[src/rtl/order_sequencer.sv]
// Order sequencer: steps through the order cache one entry at a time, launches
// the compute engine for each executable opcode and waits for it to finish.
// Reports task completion, illegal opcodes, order overflow and engine timeouts.
module order_sequencer #(
    parameter int MAX_ORDERS     = 512,
    parameter int COUNT_W        = 10,
    parameter int TIMEOUT_CYCLES = 0,
    parameter int TIMER_W        = 32
) (
    input  logic               system_clk,
    input  logic               rst_n,
    input  logic               task_start,
    input  logic               abort,
    input  logic [2:0]         order,
    input  logic [7:0]         order_id,
    input  logic               exec_done,
    output logic               pop_order_en,
    output logic               exec_start,
    output logic [2:0]         exec_type,
    output logic               busy,
    output logic               task_done,
    output logic               task_error,
    output logic [1:0]         error_code,
    output logic [COUNT_W-1:0] order_count,
    output logic [7:0]         last_id
);

    typedef enum logic [2:0] {
        S_IDLE,
        S_POP,
        S_DECODE,
        S_EXEC,
        S_WAIT_DONE,
        S_FINISH,
        S_ERROR
    } state_t;

    localparam logic [1:0] ERR_ILLEGAL  = 2'd1;
    localparam logic [1:0] ERR_OVERFLOW = 2'd2;
    localparam logic [1:0] ERR_TIMEOUT  = 2'd3;

    localparam logic [2:0] OP_NOP = 3'd0;
    localparam logic [2:0] OP_END = 3'd5;

    localparam logic [COUNT_W-1:0] MAX_COUNT = COUNT_W'(MAX_ORDERS);

    // A zero timeout disables the watchdog; the compare value is then unused.
    localparam bit                 TIMEOUT_EN   = (TIMEOUT_CYCLES != 0);
    localparam logic [TIMER_W-1:0] TIMEOUT_LAST =
        TIMER_W'((TIMEOUT_CYCLES > 0) ? (TIMEOUT_CYCLES - 1) : 0);

    state_t             state;
    logic [TIMER_W-1:0] timer;

    // Single-process FSM. Every output is registered and set on the transition
    // into the state that owns it, so pulses coincide exactly with their state.
    always_ff @(posedge system_clk or negedge rst_n) begin
        if (!rst_n) begin
            state        <= S_IDLE;
            timer        <= '0;
            pop_order_en <= 1'b0;
            exec_start   <= 1'b0;
            exec_type    <= '0;
            busy         <= 1'b0;
            task_done    <= 1'b0;
            task_error   <= 1'b0;
            error_code   <= '0;
            order_count  <= '0;
            last_id      <= '0;
        end else begin
            pop_order_en <= 1'b0;
            exec_start   <= 1'b0;
            task_done    <= 1'b0;

            if (abort && (state != S_IDLE)) begin
                // Abort beats everything: drop to idle without pulses and leave
                // the error flags and counters as they are.
                state <= S_IDLE;
                busy  <= 1'b0;
            end else begin
                case (state)
                    S_IDLE: begin
                        if (task_start) begin
                            state        <= S_POP;
                            pop_order_en <= 1'b1;
                            busy         <= 1'b1;
                            order_count  <= '0;
                            task_error   <= 1'b0;
                            error_code   <= '0;
                        end
                    end

                    // The cache loads its output register on this edge, so the
                    // opcode is only looked at in the following state.
                    S_POP: begin
                        state <= S_DECODE;
                    end

                    S_DECODE: begin
                        if (order == OP_NOP) begin
                            state        <= S_POP;
                            pop_order_en <= 1'b1;
                        end else if (order == OP_END) begin
                            state     <= S_FINISH;
                            task_done <= 1'b1;
                            busy      <= 1'b0;
                        end else if (order < OP_END) begin
                            state      <= S_EXEC;
                            exec_start <= 1'b1;
                            exec_type  <= order;
                            last_id    <= order_id;
                            if (order_count < MAX_COUNT) begin
                                order_count <= order_count + 1'b1;
                            end
                        end else begin
                            state      <= S_ERROR;
                            task_error <= 1'b1;
                            error_code <= ERR_ILLEGAL;
                            busy       <= 1'b0;
                        end
                    end

                    // The launch pulse is high in this state; the wait timer
                    // starts counting from the first waiting cycle.
                    S_EXEC: begin
                        state <= S_WAIT_DONE;
                        timer <= '0;
                    end

                    // A done arriving on the last allowed cycle still counts.
                    S_WAIT_DONE: begin
                        if (exec_done) begin
                            if (order_count < MAX_COUNT) begin
                                state        <= S_POP;
                                pop_order_en <= 1'b1;
                            end else begin
                                state      <= S_ERROR;
                                task_error <= 1'b1;
                                error_code <= ERR_OVERFLOW;
                                busy       <= 1'b0;
                            end
                        end else if (TIMEOUT_EN && (timer == TIMEOUT_LAST)) begin
                            state      <= S_ERROR;
                            task_error <= 1'b1;
                            error_code <= ERR_TIMEOUT;
                            busy       <= 1'b0;
                        end else begin
                            timer <= timer + 1'b1;
                        end
                    end

                    S_FINISH: begin
                        state <= S_IDLE;
                    end

                    S_ERROR: begin
                        state <= S_IDLE;
                    end

                    default: begin
                        state <= S_IDLE;
                        busy  <= 1'b0;
                    end
                endcase
            end
        end
    end

endmodule

[config.mk]
export PLATFORM = sky130hd
export DESIGN_NAME = order_sequencer
export DESIGN_NICKNAME = d
export VERILOG_FILES = /design/src/rtl/order_sequencer.sv
export SDC_FILE = /design/constraint.sdc
export NUM_CORES = 1
export LEC_CHECK = 0
export BUFFER_PORTS_ARGS = -buffer_cell sky130_fd_sc_hd__buf_2
export CAP_MARGIN = 10
export CORE_MARGIN = 10
export CORE_UTILIZATION = 55
export DETAILED_ROUTE_END_ITERATION = 8
export HOLD_SLACK_MARGIN = 0.03
export PLACE_DENSITY = 0.83
export RECOVER_POWER = 100
export SETUP_SLACK_MARGIN = 0.05
export SLEW_MARGIN = 20
export SYNTH_ARGS = -nofsm -noshare
export SYNTH_HDL_FRONTEND = slang
export SYNTH_SLANG_ARGS = --single-unit
[constraint.sdc]
create_clock -name system_clk -period 3.33 [get_ports system_clk]
set_input_delay 0.1665 -clock system_clk [delete_from_list [all_inputs] [get_ports system_clk]]
set_output_delay 0.1665 -clock system_clk [all_outputs]
set_load 0.01 [all_outputs]
Word level (Yosys, flattened, before mapping)
Cells that the tools add are included.
- add/subtract/negate cells: 1
- magnitude comparators: 2
- equality and inequality tests: 21
- multiplexer cells: 51
- bitwise gates (word level): 3
- reductions and logical operators: 12
- operators with widths (operator ; count):
    $mux 10 ; 5
    $mux 1 ; 27
    $mux 3 ; 7
    $pmux 10 s2 ; 1
    $ne 2x2->1 const B ; 8
    $pmux 3 s5 ; 1
    $eq 3x3->1 const B ; 4
    $mux 2 ; 6
    $ne 3x3->1 const B ; 4
    $add 10x1->10 const B ; 1
    $lt 10x10->1 const B ; 1
    $reduce_and 8->1 ; 1
    $reduce_and 7->1 ; 1
    $eq 3x2->1 const B ; 2
    $logic_not 3->1 ; 2
    $pmux 1 s3 ; 2
    $pmux 2 s3 ; 1
    $reduce_and 6->1 ; 1
    $reduce_bool 3->1 ; 2
    $reduce_and 5->1 ; 1
    $ne 4x4->1 const B ; 1
    $pmux 1 s4 ; 1
    $reduce_or 4->1 ; 1
    $eq 3x1->1 const B ; 1
    other kinds (6) ; 8
- register bits after elaboration: 31
- input bits: 16
- output and inout bits: 28
- logic and storage cells: 100

Logic depth before layout (Yosys ltp)
- depth in word-level cells: 6
- mapped depth: 6

Least setup slack after synthesis
No wires, ideal clock.
- path type: register -> register
- start: register state[2]
- end: register last_id[0]
- arrival time: 1.789 ns
- data required time: 3.205 ns
- slack: 1.416 ns
- stages on the path, launching flop included: 5
- path through: dfrtp_1 -> or4b_4 -> or3_1 -> buf_6 -> mux2_4
- cells in the longest elaborated chain, start to end: 4
- RTL lines (element ; line ; source):
    start: declaration ; 52 ; state_t state;
    start signal: assignment ; 59 ; state <= S_IDLE;
    start signal: assignment ; 78 ; state <= S_IDLE;
    start signal: assignment ; 84 ; state <= S_POP;
    $reduce_bool 3->1 ; 75 ; if (abort && (state != S_IDLE)) begin
    $logic_and 1x1->1 ; 75 ;
    $not 1->1 (no line) ; -- ;
    $reduce_and 5->1 (no line) * ; -- ;
    end signal: assignment ; 111 ; last_id <= order_id;
    end: declaration ; 25 ; output logic [7:0] last_id
Mark *: on every way between the ends. The rest lies on a longest branch, timed or not.
A chain may end at the register's enable or synchronous reset.

Worst setup path after layout
- start: register state[1]
- end: register last_id[7]
The elaborated chain is that of the path after synthesis.

==> results.md <==
* Setup Crit Path Kind: reg -> reg
* Startpoint types: flop
* Routability cong. at 0.9700
* Buffer count from post-CTS setup fixing at 0
* Count of hold-fix buffers inserted at cts at 1
* Busiest grt layer: met2
* Gr usage total at 14.64%
* Hold WS at 0.04868 ns
* Die Wd at 75.21 um
* Power Density at 694.8 nW/um^2
* Number of routed nets with antenna violations at 0
* N_diodes at 0
* Max Clock Skew at 0.005227 ns
* Hpwl dp at 2976 um
* Via count at 1431
* Status: finished with violations
* Initial antenna violation count at 0
* Sequential-to-total area share from yosys stat at 46.27%
* Clock Path Buffers at 2
* Nets at 223
* Routed WL at 4056 um
* Worst slack at placement at 0.9595 ns
* CP Capture Type: flop
* Slowest library cell on the worst path: dfrtp_1
* Fraction of registers with async set/reset at 100.0%
* RSZ-0062 raised after global routing: no
* Synth Register Bits at 31
* DRC at 0
* Global Route met3 Usage at 4.468%
* Synth-to-layout area growth at 13.58%
* Delay-heaviest family, CP: simple AND/OR/NAND/NOR gates
* GR Util met1 at 18.09%
* Finished Layout Cells at 238
* Number of synthesized flops with an enable pin at 0
* Distinct cells, synth at 45
* Final period util at 71.71%
* Die Y at 75.21 um
* Fmax achieved at 418.8 MHz
* Post-CTS Resized at 0
* Worst path buffer plus inverter count at 0
* Number of I/O pins at 44
* TritonCTS Buffers at 5
* YS warnings at 0
* Post-synth top flop: dfrtp_1
* Slew @ Worst Pin at 1.598 ns
* Reg clk slew, reported paths at 0.10 ns
* Starting Density at 59.27%
* Dpl cells at 229
* CP required at 3.54 ns
* Final setup viols at 0
* Worst path cell trace: or4b_1 -> or3_1 -> mux2_1
* Final Hold Viols at 0
* Worst-skew pair later-pin latency at 0.33 ns
* TritonCTS clock tree: done
* Syn Nets at 182
* Total power at 0.001323 W
* Row cnt at 19
* PortBufs at 43
* Max_slew headroom at -6.527%
* First-pass GRT wire length at 6354 um
* Initial DRC count at 196
* Pleak at 0.8453 nW
* Syn Area/Cell at 10.16 sq um
* HP Class: in -> reg
* Core area at 2829 sq um
* VDD IR max at 0.0003241 V
* Failing checks: max-capacitance violations, max-slew violations
* Minimum setup slack in the final design at 0.9422 ns
* Total grt overflow at 0
* Clock sink total at 31
* Arr. time, crit path at 2.60 ns
* Wire length per cell after detailed routing at 17.04 um
* Pins Over Slew Limit at 32
* CTS H-tree lvls at 2
* Slowest stage delay, CP at 0.68 ns
* Largest net degree at the start of global routing at 32
* Mapped Cells at 165
* DRT Pass-1 Iters at 4
* Reg2reg setup slack at 0.94 ns
* Critical Path Fanout Max at 20
* Share of cells above drive strength 1 at 11.59%
* Max Cap Viol at 1
* Vias/cell at 6.013
* Clock period minus worst slack at 2.388 ns
* Total Neg Setup Slack at 0 ns
* Clock root cell: clkbuf_4
* Number of global-route vias before repair at 1290
* Met2 Track Usage GR at 23.24%
* Synth Cell Area at 1677 sq um
* Die area at 5657 sq um
-- kinds of logic after synthesis --
group	Yosys count	share of synthesized area, %
AOI/OAI and AO/OA	48	20.00
xor gates and xnor gates	1	0.5225
adders and majority gates	1	0.7461
buffers and inverters	17	4.404
DFF	31	46.27
muxes	14	10.90
and+or+nand+nor	53	17.16
-- Yosys cell counts, types with 2 or more instances --
cell / n / share of area (%)
nand2_1: 14 / 3.1
buf_2: 2 / 0.60
a21o_1: 2 / 0.90
inv_1: 7 / 1.6
mux2_4: 8 / 7.2
clkbuf_1: 7 / 1.6
o211ai_1: 3 / 1.3
nor2_1: 7 / 1.6
nand3_1: 4 / 1.2
nor2b_1: 6 / 2.2
dfrtp_1: 31 / 46
mux2_2: 2 / 1.3
a21oi_1: 6 / 1.8
nand2b_1: 4 / 1.5
o21a_1: 2 / 0.90
o31a_1: 2 / 1.0
nor3b_1: 3 / 1.3
a31oi_1: 2 / 0.75
or4_1: 2 / 0.90
o31ai_1: 4 / 1.8
o21ai_0: 12 / 3.6
or3_1: 2 / 0.75
nor3_1: 5 / 1.5
a21boi_0: 3 / 1.3
mux2i_1: 4 / 2.4
a41o_1: 2 / 1.2
-- power breakdown --
group	leakage [nW]	switching, W	internal, W
Combinational	0.402	0.000258	0.000183
Clock	0.0482	0.000133	0.000177
Sequential	0.395	0.0000976	0.000475
Total	0.845	0.000488	0.000835
-- worst reg2reg max path, stage by stage, from the launching register on --
cell and delay (ns):
dfrtp_1 0.68, or4b_1 0.59, or3_1 0.60, mux2_1 0.40
-- cell type report --
type	instances	area (sq um)
flip-flops and latches	31	775.7
repair buffers	44	188.9
inverters	7	26.28
multi-input cells	117	788.3
fillers	243	924.6
clock buffers	6	51.30
clock inverters	2	35.03
well taps	31	38.79
-- layout by cell type (no fill, tap or decap), types with 2 or more instances in the layout --
cell | Yosys | routed
o21ai_0 | 12 | 12
a41o_1 | 2 | 2
inv_1 | 7 | 7
nor3_1 | 5 | 5
mux2_1 | 0 | 8
a21oi_1 | 6 | 6
a21boi_0 | 3 | 3
clkbuf_4 | 0 | 5
or4_1 | 2 | 2
mux2i_1 | 4 | 4
nor3b_1 | 3 | 3
nand2_1 | 14 | 14
mux2_2 | 2 | 2
o211ai_1 | 3 | 3
nor2_1 | 7 | 7
o31ai_1 | 4 | 5
clkbuf_1 | 7 | 29
nand3_1 | 4 | 4
or3_1 | 2 | 2
a21o_1 | 2 | 2
nor2b_1 | 6 | 6
o31a_1 | 2 | 2
dfrtp_1 | 31 | 31
nand2b_1 | 4 | 4
buf_2 | 2 | 14
a31oi_1 | 2 | 2
o21a_1 | 2 | 2
or4b_1 | 1 | 2
-- sequential cells by signal, summed over array words and instances, names as in the netlist, 2 cells and up --
register	cells
error_code	2
exec_type	3
last_id	8
order_count	10
state	3
-- per-layer routing --
metal	routed length, um	part of all wire (%)	vias up
met5	0	0	-
met4	42	1.0	0
met3	361	8.9	5
met2	1902	47	60
met1	1749	43	674
li1	-	-	692
-- through the flow --
step	utilization, %	area [sq um]
final	67.32	1904
after global routing	67.32	1904
after CTS	69.97	1979
after detailed placement	66.56	1883
after global placement	66.56	1883
after floorplan	-	1677
-- worst paths after layout --
path | from | endpoint | cells after the start
min in group asynchronous | rst_n | last_id[2] | 2
setup / recovery | state[1] | last_id[7] | 3
hold reg to reg | last_id[1] | last_id[1] | 1
max in group asynchronous | rst_n | error_code[0] | 2
setup reg to reg | state[1] | last_id[7] | 3
hold / removal | order_id[1] | last_id[1] | 2
Power figures use the tool's default switching activity.
